### config.mk
export PLATFORM = sky130hd
export DESIGN_NAME = lc3_sweep_ctrl_flat
export DESIGN_NICKNAME = d
export VERILOG_FILES = /design/src/rtl/lc3_sweep_ctrl_if.sv /design/src/rtl/lc3_sweep_ctrl.sv /design/src/flat_wrapper.sv
export SDC_FILE = /design/constraint.sdc
export NUM_CORES = 1
export LEC_CHECK = 0
export CORE_ASPECT_RATIO = 1.4
export CORE_MARGIN = 8
export CORE_UTILIZATION = 30
export CTS_CLUSTER_DIAMETER = 40
export DETAILED_ROUTE_END_ITERATION = 16
export GPL_ROUTABILITY_DRIVEN = 0
export PLACE_DENSITY = 0.49
export SETUP_SLACK_MARGIN = 0.05
export SYNTH_ARGS = -nofsm -noshare
export SYNTH_HDL_FRONTEND = slang
export SYNTH_SLANG_ARGS = --single-unit
### constraint.sdc
create_clock -name clk -period 7.7 [get_ports clk]
set_input_delay 1.925 -clock clk [delete_from_list [all_inputs] [get_ports clk]]
set_output_delay 1.925 -clock clk [all_outputs]
set_load 0.02 [all_outputs]
### src/rtl/lc3_sweep_ctrl_if.sv
// Bus between the sweep sequencer and whoever hosts it: control/result
// signals plus the three circuit inputs and the circuit output.
interface lc3_sweep_ctrl_if;
  // start is a one-cycle request, taken only while the sequencer is idle;
  // abort overrides start. done pulses once per completed sweep and marks
  // tt/pass/mismatch_cnt valid until the next accepted start.
  logic       start;
  logic       abort;
  logic [7:0] exp_tt;
  logic       lc_out;
  logic       lc_a;
  logic       lc_b;
  logic       lc_c;
  logic       busy;
  logic       done;
  logic [7:0] tt;
  logic       pass;
  logic [3:0] mismatch_cnt;
  logic [1:0] dbg_state;

  modport master (
    output start, abort, exp_tt, lc_out,
    input  lc_a, lc_b, lc_c, busy, done, tt, pass, mismatch_cnt, dbg_state
  );

  modport slave (
    input  start, abort, exp_tt, lc_out,
    output lc_a, lc_b, lc_c, busy, done, tt, pass, mismatch_cnt, dbg_state
  );
endinterface

### src/rtl/lc3_sweep_ctrl.sv
// Walks a 3-input logic circuit through all 8 input vectors, captures its
// truth table and compares it against a latched expected table.
module lc3_sweep_ctrl #(
  parameter int SETTLE_CYCLES = 4,
  parameter int CNT_W         = 8
) (
  input logic              clk,
  input logic              rst,
  lc3_sweep_ctrl_if.slave  bus
);

  typedef enum logic [1:0] {
    S_IDLE   = 2'd0,
    S_SETTLE = 2'd1,
    S_SAMPLE = 2'd2,
    S_DONE   = 2'd3
  } state_t;

  localparam logic [CNT_W-1:0] CNT_LAST = CNT_W'(SETTLE_CYCLES - 1);

  state_t           r_state;
  logic [2:0]       r_vec;
  logic [CNT_W-1:0] r_cnt;
  logic [7:0]       r_exp;
  logic [7:0]       r_tt;
  logic             r_busy;
  logic             r_done;
  logic             r_pass;
  logic [3:0]       r_mm;
  logic [7:0]       w_tt_next;

  function automatic logic [3:0] popcnt8(input logic [7:0] v);
    logic [3:0] n;
    n = '0;
    for (int i = 0; i < 8; i++) n = n + {3'b000, v[i]};
    return n;
  endfunction

  // Table as it will look after this cycle's sample; lets the final
  // compare see the vector-7 capture on the same edge it is taken.
  always_comb begin
    w_tt_next        = r_tt;
    w_tt_next[r_vec] = bus.lc_out;
  end

  always_ff @(posedge clk) begin
    if (rst) begin
      r_state <= S_IDLE;
      r_vec   <= '0;
      r_cnt   <= '0;
      r_exp   <= '0;
      r_tt    <= '0;
      r_busy  <= 1'b0;
      r_done  <= 1'b0;
      r_pass  <= 1'b0;
      r_mm    <= '0;
    end else begin
      r_done <= 1'b0;
      case (r_state)
        S_IDLE: begin
          if (bus.start && !bus.abort) begin
            r_state <= S_SETTLE;
            r_vec   <= '0;
            r_cnt   <= '0;
            r_exp   <= bus.exp_tt;
            r_tt    <= '0;
            r_pass  <= 1'b0;
            r_mm    <= '0;
            r_busy  <= 1'b1;
          end
        end
        S_SETTLE: begin
          if (bus.abort) begin
            r_state <= S_IDLE;
            r_busy  <= 1'b0;
            r_pass  <= 1'b0;
            r_mm    <= '0;
          end else begin
            r_cnt <= r_cnt + 1'b1;
            if (r_cnt == CNT_LAST) r_state <= S_SAMPLE;
          end
        end
        S_SAMPLE: begin
          if (bus.abort) begin
            r_state <= S_IDLE;
            r_busy  <= 1'b0;
            r_pass  <= 1'b0;
            r_mm    <= '0;
          end else begin
            r_tt  <= w_tt_next;
            r_cnt <= '0;
            if (r_vec == 3'd7) begin
              r_state <= S_DONE;
              r_done  <= 1'b1;
              r_busy  <= 1'b0;
              r_pass  <= (w_tt_next == r_exp);
              r_mm    <= popcnt8(w_tt_next ^ r_exp);
            end else begin
              r_vec   <= r_vec + 3'd1;
              r_state <= S_SETTLE;
            end
          end
        end
        S_DONE: r_state <= S_IDLE;
        default: r_state <= S_IDLE;
      endcase
    end
  end

  assign bus.lc_a         = r_vec[0];
  assign bus.lc_b         = r_vec[1];
  assign bus.lc_c         = r_vec[2];
  assign bus.busy         = r_busy;
  assign bus.done         = r_done;
  assign bus.tt           = r_tt;
  assign bus.pass         = r_pass;
  assign bus.mismatch_cnt = r_mm;
  assign bus.dbg_state    = r_state;

endmodule

### src/flat_wrapper.sv
// flat-port wrapper written by rule: the top's interface ports become plain ports
module lc3_sweep_ctrl_flat 
#(
  parameter int SETTLE_CYCLES = 4,
  parameter int CNT_W         = 8
)
  (clk, rst, bus_start, bus_abort, bus_exp_tt, bus_lc_out, bus_lc_a, bus_lc_b, bus_lc_c, bus_busy, bus_done, bus_tt, bus_pass, bus_mismatch_cnt, bus_dbg_state);
  lc3_sweep_ctrl_if bus_i ();
  input logic clk;
  input logic rst;
  input wire logic [$bits(bus_i.start)-1:0] bus_start;
  input wire logic [$bits(bus_i.abort)-1:0] bus_abort;
  input wire logic [$bits(bus_i.exp_tt)-1:0] bus_exp_tt;
  input wire logic [$bits(bus_i.lc_out)-1:0] bus_lc_out;
  output wire logic [$bits(bus_i.lc_a)-1:0] bus_lc_a;
  output wire logic [$bits(bus_i.lc_b)-1:0] bus_lc_b;
  output wire logic [$bits(bus_i.lc_c)-1:0] bus_lc_c;
  output wire logic [$bits(bus_i.busy)-1:0] bus_busy;
  output wire logic [$bits(bus_i.done)-1:0] bus_done;
  output wire logic [$bits(bus_i.tt)-1:0] bus_tt;
  output wire logic [$bits(bus_i.pass)-1:0] bus_pass;
  output wire logic [$bits(bus_i.mismatch_cnt)-1:0] bus_mismatch_cnt;
  output wire logic [$bits(bus_i.dbg_state)-1:0] bus_dbg_state;
  assign bus_i.start = bus_start;
  assign bus_i.abort = bus_abort;
  assign bus_i.exp_tt = bus_exp_tt;
  assign bus_i.lc_out = bus_lc_out;
  assign bus_lc_a = bus_i.lc_a;
  assign bus_lc_b = bus_i.lc_b;
  assign bus_lc_c = bus_i.lc_c;
  assign bus_busy = bus_i.busy;
  assign bus_done = bus_i.done;
  assign bus_tt = bus_i.tt;
  assign bus_pass = bus_i.pass;
  assign bus_mismatch_cnt = bus_i.mismatch_cnt;
  assign bus_dbg_state = bus_i.dbg_state;
  lc3_sweep_ctrl #(.SETTLE_CYCLES(SETTLE_CYCLES), .CNT_W(CNT_W)) u_core (.clk(clk), .rst(rst), .bus(bus_i));
endmodule
==> results.sh, run 1 <==
export IMPL_run_status="completed"
export IMPL_number_of_top_level_pins=33
export IMPL_path_clk_slew_ns=0.07
export IMPL_synth_area_leaders="dfxtp_1 (35%), mux2i_1 (8.8%), ha_1 (6.7%), nor2_1 (5.0%), xnor2_1 (4.7%)"
export IMPL_postSynthAreaPerCell_um2=8.68
export IMPL_rsz0062_at_grt="no"
export IMPL_globalRoute_totalOverflow=0
export IMPL_routing_usage_on_met3_pct=2.81
export IMPL_cpPeakStageDelay_ns=0.69
export IMPL_finalSetupTns_ns=0
export IMPL_cellLeakagePower_nw=1.00
export IMPL_grtUsageMet2_pct=18.5
export IMPL_ff_latch_area_um2=721
export IMPL_fp_dieArea_mm2=0.00973
export IMPL_final_setup_skew_ns=0.00814
export IMPL_least_margin_pin_slew_ns=1.05
export IMPL_synthesis_instances=235
export IMPL_maximum_level_of_the_cts_h_tree=2
export IMPL_via_count_of_the_first_global_routing_pass=1756
export IMPL_timing_max_slew_rel_slack_pct=29.7
export IMPL_whs_ns=0.461
export IMPL_grt_use_met1_pct=12.8
export IMPL_timing_rr_start="u_core.r_vec[0]"
export IMPL_max_cap_violations=0
export IMPL_hold_class="register to register"
export IMPL_crit_path_start="bus_lc_out"
export IMPL_post_route_cells_drive_above_1_share_pct=4.20
export IMPL_antenna_left=0
export IMPL_globalRoute_busiestLayer="met2"
export IMPL_ys_seq_elements=36
export IMPL_timing_final_crit_share_pct=70.2
export IMPL_total_iterations_of_the_first_detailed_routing_run=4
export IMPL_critical_path_cell_chain="clkdlybuf4s50_1 > mux2i_1 > xnor2_1 > inv_1 > ha_1 > fa_1 > inv_1 > fa_1 > fa_1 > inv_1 > fa_1 > nand3_1 > a21oi_1"
export IMPL_postCtsResizedCells=0
export IMPL_synthesis_area_mm2=0.00204
export IMPL_synth_top_cells_by_count="dfxtp_1 (36), nor2_1 (27), mux2i_1 (18), a21oi_1 (17), inv_1 (16)"
export IMPL_antenna_found_initial=0
export IMPL_cts_buffers=5
export IMPL_grt_pass1_wl_um=8560
export IMPL_fillCellCount=707
export IMPL_initial_core_util_pct=31.0
export IMPL_yosys_most_used_dff="dfxtp_1"
export IMPL_multi_input_comb_area_mm2=0.00120
export IMPL_synthDominantAreaCellType="dfxtp_1"
export IMPL_dr_total_vias=1689
export IMPL_timing_reg2reg_worst_path_depth=12
export IMPL_setup_worst_path_class="input port to register"
export IMPL_critPathLaunchType="input port"
export IMPL_finish_net_count=290
export IMPL_timing_final_hold_violations=0
export IMPL_irDropWorstVdd_mv=0.0790
export IMPL_vias_per_cell=5.03
export IMPL_port_buffers=32
export IMPL_r2r_slack_ns=3.78
export IMPL_report_final_slew_viol_count=0
export IMPL_place_detailed_hpwl_um=3730
export IMPL_synth_warnings=0
export IMPL_synthesis_nets=263
export IMPL_die_h_um=114
export IMPL_std_cell_rows=35
export IMPL_remaining_drc_errors=0
export IMPL_global_route_usage_total_pct=11.1
export IMPL_cts_tree="done"
export IMPL_timing_critical_path_required_ns=7.83
export IMPL_synth_async_sr_flop_share_pct=0
export IMPL_crit_arrival_ns=5.54
export IMPL_cellPowerDensity_mw_per_mm2=167
export IMPL_wl_per_cell_um=14.8
export IMPL_crit_fanout=10
export IMPL_dr_first_iter_drc_count=59
export IMPL_area_growth_synth_to_final_pct=22.1
export IMPL_seq_area_frac_synth_pct=35.3
export IMPL_min_delay_path_depth=2
export IMPL_worstSetupEndpointType="register"
export IMPL_die_w_um=85.7
export IMPL_timing_fmax_mhz=185
export IMPL_routed_wirelength_um=4990
export IMPL_final_period_minus_worst_setup_slack_ns=5.41
export IMPL_clk_root_buffer_cell="clkbuf_8"
export IMPL_crit_path_frequent_cell="fa_1"
export IMPL_cts_max_path_buffers=2
export IMPL_cp_slowest_cell="clkdlybuf4s50_1"
export IMPL_critical_path_reg2reg_endpoint="u_core.bus.mismatch_cnt[1]"
export IMPL_synthMostInstantiatedCell="dfxtp_1"
export IMPL_core_area_mm2=0.00657
export IMPL_min_delay_worst_endpoint="u_core.bus.mismatch_cnt[2]"
export IMPL_number_of_failing_setup_endpoints_in_the_final_timing_report=0
export IMPL_netlist_area_leader_share_pct=35.3
export IMPL_num_antenna_cells=0
export IMPL_min_from="u_core.bus.mismatch_cnt[2]"
export IMPL_holdBufCountCts=0
export IMPL_post_cts_setup_buffer_count=0
export IMPL_cts_sinks=36
export IMPL_largest_net_degree_at_the_start_of_global_routing=25
export IMPL_synthDistinctLibCells=45
export IMPL_synth_edf_count=0
export IMPL_insertion_delay_ns=0.29
==> critical path, delay by kind of cell <==
family	cells	cell delay (ns)
adders and majority gates	5	2.19
buffers and inverters	4	0.90
xor gates and xnor gates	1	0.20
muxes	1	0.16
and+or+nand+nor	1	0.08
AOI/OAI and AO/OA	1	0.07
==> worst max-delay path by stage <==
stage	endpoint	cells after the start
floorplan	u_core.bus.mismatch_cnt[1]	13
global placement	u_core.bus.mismatch_cnt[1]	13
detailed placement	u_core.bus.mismatch_cnt[1]	13
CTS	u_core.bus.mismatch_cnt[1]	13
global route	u_core.bus.mismatch_cnt[1]	13
finish	u_core.bus.mismatch_cnt[1]	13
==> where the power goes <==
group,internal [W],switching [W],total [W]
logic,0.0000311,0.0000420,0.0000730
clock network,0.0000797,0.0000672,0.000147
registers,0.000192,0.00000475,0.000197
==> layout by cell type, fill, tap and decap left out, types with 7 or more instances in the layout <==
master           instances
mux2i_1                 18
clkdlybuf4s50_1         32
xnor2_1                 11
nand2_1                 14
nor2_1                  27
ha_1                    11
dfxtp_1                 36
inv_1                   16
a21oi_1                 17
clkbuf_8                 7
nor3_1                   7
==> layer usage <==
layer | vias to the layer above | routed length (um)
li1 | 868 | -
met1 | 792 | 2270
met2 | 23 | 2450
met3 | 6 | 190
met4 | 0 | 84
met5 | - | 0
==> cell families after synthesis <==
| group | Yosys count | synth area share (%) |
|---|---|---|
| multiplexers | 18 | 8.83 |
| AND/OR/NAND/NOR | 84 | 21.0 |
| adder cells (fa/ha/maj) | 15 | 10.7 |
| flip-flops | 36 | 35.3 |
| XOR/XNOR | 16 | 6.87 |
| buffers and inverters | 28 | 5.77 |
| AO/OA/AOI/OAI | 38 | 11.5 |
==> registers in the layout, indices dropped and copies added (netlist names) <==
signal                   count
u_core.bus.done              1
u_core.r_vec                 3
u_core.r_cnt                 8
u_core.bus.dbg_state         2
u_core.bus.mismatch_cnt      4
u_core.r_exp                 8
u_core.bus.tt                8
u_core.bus.pass              1
u_core.bus.busy              1
==> cell type report <==
class                      instances  share of cell area (%)
inverter                          16                    2.41
multi-input combinational        171                    48.2
timing repair buffer              32                    12.9
clock buffer                       7                    3.87
sequential                        36                    28.9
tap                               74                    3.72
==> per-stage QoR <==
step | cells | cell area, um^2 | worst slack [ns] | utilization, % | total power (W)
5_1_grt | 336 | 2490 | 2.02 | 37.9 | 0.000443
4_1_cts | 336 | 2490 | 2.29 | 37.9 | 0.000425
3_5_place_dp | 329 | 2390 | 1.98 | 36.5 | 0.000275
3_3_place_gp | 329 | 2390 | 2.07 | 36.5 | 0.000273
2_1_floorplan | 235 | 2040 | 2.66 | - | 0.000250
6_report | 336 | 2490 | 2.29 | 37.9 | 0.000417
No activity file was read; power rests on OpenSTA's default activity.
==> run 2: changes to the inputs <==
==> constraint.sdc (replaced) <==
create_clock -name clk -period 5.6 [get_ports clk]
set_input_delay 1.4 -clock clk [delete_from_list [all_inputs] [get_ports clk]]
set_output_delay 1.4 -clock clk [all_outputs]
set_load 0.02 [all_outputs]
==> run 2 against run 1 <==
Worst setup slack lost 1.3 ns; sequential cell count did not move; critical path type unchanged; final area hardly changed; via count is 1.4% lower; clock-buffer cell count grew 1; largest cell class unchanged; register-to-register slack worse by 2.2 ns; utilization barely moved; combinational power grew 36%; routed wire length grew 0.68%; die area unchanged; non-clock buffer count up 1; total power is 35% higher.
==> results.sh, run 2 (synthesis gave the netlist of run 1 again) <==
export IMPL_via_count_of_the_first_global_routing_pass=1659
export IMPL_crit_path_start="bus_lc_out"
export IMPL_post_cts_setup_buffer_count=0
export IMPL_cellLeakagePower_nw=1.00
export IMPL_total_iterations_of_the_first_detailed_routing_run=4
export IMPL_cts_tree="done"
export IMPL_port_buffers=32
export IMPL_fp_dieArea_mm2=0.00973
export IMPL_place_detailed_hpwl_um=3720
export IMPL_remaining_drc_errors=0
export IMPL_wl_per_cell_um=14.9
export IMPL_final_setup_skew_ns=0.00350
export IMPL_cpPeakStageDelay_ns=0.55
export IMPL_postCtsResizedCells=0
export IMPL_finalSetupTns_ns=0
export IMPL_timing_rr_start="u_core.r_vec[0]"
export IMPL_worstSetupEndpointType="register"
export IMPL_dr_first_iter_drc_count=85
export IMPL_clk_root_buffer_cell="clkbuf_8"
export IMPL_final_period_minus_worst_setup_slack_ns=4.61
export IMPL_initial_core_util_pct=31.0
export IMPL_stdcell_count=338
export IMPL_max_cap_violations=0
export IMPL_timing_fmax_mhz=217
export IMPL_dr_total_vias=1665
export IMPL_cts_buffers=5
export IMPL_finish_net_count=291
export IMPL_timing_reg2reg_worst_path_depth=12
export IMPL_globalRoute_totalOverflow=0
export IMPL_timing_final_hold_violations=0
export IMPL_cts_max_path_buffers=2
export IMPL_irDropWorstVdd_mv=0.117
export IMPL_path_clk_slew_ns=0.07
export IMPL_maximum_level_of_the_cts_h_tree=2
export IMPL_core_area_mm2=0.00657
export IMPL_rsz0062_at_grt="no"
export IMPL_critPathLaunchType="input port"
export IMPL_cellPowerDensity_mw_per_mm2=225
export IMPL_crit_path_frequent_cell="fa_1"
export IMPL_worst_setup_path_endpoint="u_core.bus.mismatch_cnt[1]"
export IMPL_timing_critical_path_required_ns=5.73
export IMPL_least_margin_pin_slew_ns=1.05
export IMPL_largest_net_degree_at_the_start_of_global_routing=25
export IMPL_die_h_um=114
export IMPL_number_of_failing_setup_endpoints_in_the_final_timing_report=0
export IMPL_critical_path_reg2reg_endpoint="u_core.bus.mismatch_cnt[1]"
export IMPL_die_w_um=85.7
export IMPL_crit_fanout=3
export IMPL_r2r_slack_ns=1.61
export IMPL_layout_cells_most_common_list="dfxtp_1 (36), clkdlybuf4s50_1 (32), nor2_1 (27), mux2i_1 (18), a21oi_1 (17)"
export IMPL_routed_wirelength_um=5020
export IMPL_number_of_top_level_pins=33
export IMPL_crit_cells=13
export IMPL_critical_path_cell_chain="clkdlybuf4s50_1 > mux2i_1 > xnor2_1 > inv_1 > ha_1 > fa_1 > inv_1 > fa_1 > fa_1 > inv_1 > fa_1 > nand3_1 > a21oi_1"
export IMPL_insertion_delay_ns=0.28
export IMPL_post_route_cells_drive_above_1_share_pct=4.17
export IMPL_grt_pass1_wl_um=8260
export IMPL_hold_class="register to register"
export IMPL_critPathTopFamily="adder cells"
export IMPL_worstPathBufferInverterCount=4
export IMPL_dp_cells=330
export IMPL_area_growth_synth_to_final_pct=22.2
export IMPL_antenna_found_initial=0
export IMPL_cts_sinks=36
export IMPL_num_antenna_cells=0
export IMPL_layout_cells_most_common="dfxtp_1"
export IMPL_vias_per_cell=4.93
export IMPL_report_final_slew_viol_count=0
export IMPL_timing_max_slew_rel_slack_pct=29.4
export IMPL_antenna_left=0
export IMPL_timing_final_crit_share_pct=82.4
export IMPL_cp_slowest_cell="fa_1"
export IMPL_setup_worst_path_class="input port to register"
export IMPL_run_status="completed"
export IMPL_global_route_usage_total_pct=10.8
export IMPL_std_cell_rows=35
export IMPL_crit_arrival_ns=4.75
export IMPL_holdBufCountCts=0
==> run 2: cell types whose count changed in the layout (fill, tap and decap cells not counted) <==
cell	before	now
buf_4	0	1
clkbuf_1	0	2
clkbuf_8	7	6
==> run 2: layout make-up <==
| class | instances | area [um^2] |
|---|---|---|
| inverter | 16 | 60.1 |
| multi-input combinational | 171 | 1200 |
| timing repair buffer | 33 | 328 |
| clock buffer | 8 | 90.1 |
| fill | 675 | 4080 |
| tap | 74 | 92.6 |
| sequential | 36 | 721 |
==> run 2: routing by layer <==
layer / routed length, um / global-route usage, % / share of wire (%)
met2: 2450 / 18.4 / 49
met3: 216 / 3.09 / 4.3
met4: 80 / 5.05 / 1.6
met5: 0 / 0 / 0
met1: 2270 / 12.1 / 45
==> run 2: power by group <==
part | internal (W) | switching [W]
Combinational | 0.0000425 | 0.0000565
Sequential | 0.000264 | 0.00000630
Clock | 0.000100 | 0.0000920
Total | 0.000407 | 0.000155
==> run 2: worst min path at each step <==
stage                                    start                          to  slack [ns]  cells after the start
floorplan                      u_core.r_cnt[1]             u_core.r_cnt[1]        0.47                      2
global placement    u_core.bus.mismatch_cnt[2]  u_core.bus.mismatch_cnt[2]        0.45                      2
detailed placement  u_core.bus.mismatch_cnt[2]  u_core.bus.mismatch_cnt[2]        0.45                      2
CTS                 u_core.bus.mismatch_cnt[2]  u_core.bus.mismatch_cnt[2]        0.46                      2
global route        u_core.bus.mismatch_cnt[2]  u_core.bus.mismatch_cnt[2]        0.49                      2
finish              u_core.bus.mismatch_cnt[2]  u_core.bus.mismatch_cnt[2]        0.46                      2
==> run 2: per-stage QoR <==
stage                     worst slack, ns  instance area, um^2  total power (W)  hold WS, ns  util (%)
final                               0.987                 2490         0.000561        0.457      37.9
after global routing                0.802                 2490         0.000598        0.487      37.9
after CTS                           0.977                 2490         0.000572        0.462      37.9
after detailed placement            0.694                 2400         0.000376        0.449      36.6
after global placement              0.742                 2400         0.000375        0.450      36.6
after floorplan                      1.08                 2040         0.000344        0.466         -
==> run 2: worst register-to-register path, cell delays in order, from the launching register on <==
cell and delay (ns):
dfxtp_1 0.44, nor3_1 0.42, mux2i_1 0.29, xor2_1 0.22, ha_1 0.28, fa_1 0.55, inv_1 0.06, fa_1 0.50
fa_1 0.43, inv_1 0.10, fa_1 0.41, nand3_1 0.08, a21oi_1 0.06
==> run 3: changes to the inputs <==
==> constraint.sdc (replaced) <==
create_clock -name clk -period 4.3 [get_ports clk]
set_input_delay 1.075 -clock clk [delete_from_list [all_inputs] [get_ports clk]]
set_output_delay 1.075 -clock clk [all_outputs]
set_load 0.02 [all_outputs]
==> run 3 against run 2 <==
Via count up 2.0%; clock skew up 0.0023 ns; first-iteration DRC count down 25%; clock power up 33%; routed wire length up 1.0%; sequential cell count unchanged; worst hold slack better by 0.0039 ns; global-route usage up 0.43 points; clock-buffer cell count unchanged; total power up 32%; final cell count up 1.8%; largest cell class unchanged.
==> results.sh, run 3 (synthesis gave the netlist of run 1 again) <==
export IMPL_clk_root_buffer_cell="clkbuf_8"
export IMPL_globalRoute_totalOverflow=0
export IMPL_critPathLaunchType="input port"
export IMPL_stdcell_count=344
export IMPL_timing_max_slew_rel_slack_pct=32.0
export IMPL_critical_path_cell_chain="dlygate4sd2_1 > mux2i_1 > xor2_1 > ha_1 > fa_1 > inv_1 > fa_1 > fa_1 > inv_1 > fa_1 > nand3_1 > a21oi_1"
export IMPL_crit_fanout=4
export IMPL_irDropWorstVdd_mv=0.128
export IMPL_whs_ns=0.461
export IMPL_timing_rr_start="u_core.r_vec[1]"
export IMPL_crit_path_frequent_cell="fa_1"
export IMPL_vias_per_cell=4.94
export IMPL_std_cell_rows=35
export IMPL_r2r_slack_ns=0.49
export IMPL_path_clk_slew_ns=0.07
export IMPL_crit_path_start="bus_lc_out"
export IMPL_antenna_found_initial=0
export IMPL_timing_final_ws_setup_ns=0.256
export IMPL_ff_latch_area_um2=721
export IMPL_dr_total_vias=1698
export IMPL_num_antenna_cells=0
export IMPL_cts_tree="done"
export IMPL_finish_net_count=297
export IMPL_part_of_the_total_power_dissipated_in_the_clock_network_pct=34.7
export IMPL_run_status="completed"
export IMPL_cts_max_path_buffers=2
export IMPL_die_h_um=114
export IMPL_timing_critical_path_required_ns=4.47
export IMPL_layout_cells_most_common="dfxtp_1"
export IMPL_fillCellCount=675
export IMPL_min_from="u_core.bus.mismatch_cnt[3]"
export IMPL_net_switching_component_of_the_power_w=0.000207
export IMPL_share_comb_of_total_power_pct=17.7
export IMPL_routed_wirelength_um=5070
export IMPL_core_area_mm2=0.00657
export IMPL_global_route_usage_total_pct=11.3
export IMPL_sequentialPowerShare_pct=47.6
export IMPL_initial_core_util_pct=31.0
export IMPL_max_cap_violations=0
export IMPL_cts_buffers=5
export IMPL_cts_sinks=36
export IMPL_timing_final_crit_share_pct=94.0
export IMPL_final_setup_skew_ns=0.00576
export IMPL_fp_dieArea_mm2=0.00973
export IMPL_area_growth_synth_to_final_pct=24.4
export IMPL_hold_class="register to register"
export IMPL_via_count_of_the_first_global_routing_pass=1737
export IMPL_wl_per_cell_um=14.7
export IMPL_total_iterations_of_the_first_detailed_routing_run=4
export IMPL_cpPeakStageDelay_ns=0.53
export IMPL_antenna_left=0
export IMPL_remaining_drc_errors=0
export IMPL_cellLeakagePower_nw=1.03
export IMPL_number_of_failing_setup_endpoints_in_the_final_timing_report=0
export IMPL_place_detailed_hpwl_um=3770
export IMPL_crit_arrival_ns=4.21
export IMPL_insertion_delay_ns=0.29
export IMPL_worstSetupEndpointType="register"
export IMPL_layout_cells_most_common_list="dfxtp_1 (36), clkdlybuf4s50_1 (31), nor2_1 (27), mux2i_1 (18), a21oi_1 (17)"
export IMPL_port_buffers=32
export IMPL_largest_net_degree_at_the_start_of_global_routing=25
export IMPL_dr_first_iter_drc_count=64
export IMPL_number_of_top_level_pins=33
export IMPL_die_w_um=85.7
export IMPL_least_margin_pin_slew_ns=1.01
export IMPL_maximum_level_of_the_cts_h_tree=2
export IMPL_internal_power_w=0.000532
export IMPL_setup_worst_path_class="input port to register"
export IMPL_timing_fmax_mhz=247
export IMPL_multi_input_comb_area_mm2=0.00120
export IMPL_grt_pass1_wl_um=8790
export IMPL_power_switching_share_pct=28.0
export IMPL_final_period_minus_worst_setup_slack_ns=4.04
export IMPL_preCtsSetupSlack_ns=-0.266
export IMPL_dp_cells=335
export IMPL_cellPowerDensity_mw_per_mm2=291
export IMPL_post_route_cells_drive_above_1_share_pct=6.30
export IMPL_timing_final_hold_violations=0
export IMPL_cp_slowest_cell="fa_1"
export IMPL_rsz0062_at_grt="no"
export IMPL_report_final_slew_viol_count=0
==> run 3: cell types whose count changed in the layout (fill, tap and decap cells not counted) <==
cell	change
buf_4	+6
dlygate4sd2_1	+1
clkdlybuf4s50_1	-1
==> run 3: per-layer routing <==
layer  GRT usage, %  up-vias  routed length (um)
met5              0        -                   0
met4           4.23        0                  74
met3           2.73        6                 224
met2           19.4       30                2560
met1           13.0      789                2210
li1               -      873                   -
==> run 3: cell type report <==
| type | count | area share [%] |
|---|---|---|
| inverter | 16 | 2.37 |
| sequential | 36 | 28.4 |
| clock buffer | 8 | 3.55 |
| multi-input combinational | 171 | 47.4 |
| tap | 74 | 3.65 |
| timing repair buffer | 39 | 14.7 |
==> run 3: timing repair <==
item / CTS / global route
setup endpoints to repair: 2 / 0
resized for setup: 1 / 0
hold buffers: 0 / 0
hold endpoints to repair: 0 / 0
setup buffers: 1 / 0
==> run 3: final timing paths <==
path	to	depth (start not counted)
worst min-delay path	u_core.bus.mismatch_cnt[3]	2
worst max-delay path	u_core.bus.mismatch_cnt[1]	12
worst max register to register	u_core.bus.mismatch_cnt[1]	13
worst min register to register	u_core.bus.mismatch_cnt[3]	2
==> run 3: stage by stage <==
| step | util, % | power, W | setup TNS [ns] | cell area [um^2] |
|---|---|---|---|---|
| after floorplan | - | 0.000448 | 0 | 2040 |
| after global placement | 37.1 | 0.000491 | -0.514 | 2440 |
| after detailed placement | 37.1 | 0.000491 | -0.625 | 2440 |
| after CTS | 38.6 | 0.000748 | 0 | 2540 |
| after global routing | 38.6 | 0.000782 | 0 | 2540 |
| final | 38.6 | 0.000738 | 0 | 2540 |
==> run 3: power by group through the flow <==
stage / registers, W / logic, W / clock network, W
after floorplan: 0.000361 / 0.0000872 / 0
after global placement: 0.000359 / 0.000131 / 0
after detailed placement: 0.000360 / 0.000131 / 0
after CTS: 0.000352 / 0.000133 / 0.000263
after global routing: 0.000353 / 0.000151 / 0.000278
final: 0.000352 / 0.000131 / 0.000256
==> run 3: worst max-delay path: cells and delay by family <==
family | cells | cell delay (ns)
fa+ha+maj | 5 | 2.15
buf+inv | 3 | 0.42
xor+xnor | 1 | 0.22
mux | 1 | 0.20
simple gates | 1 | 0.08
compound gates | 1 | 0.07
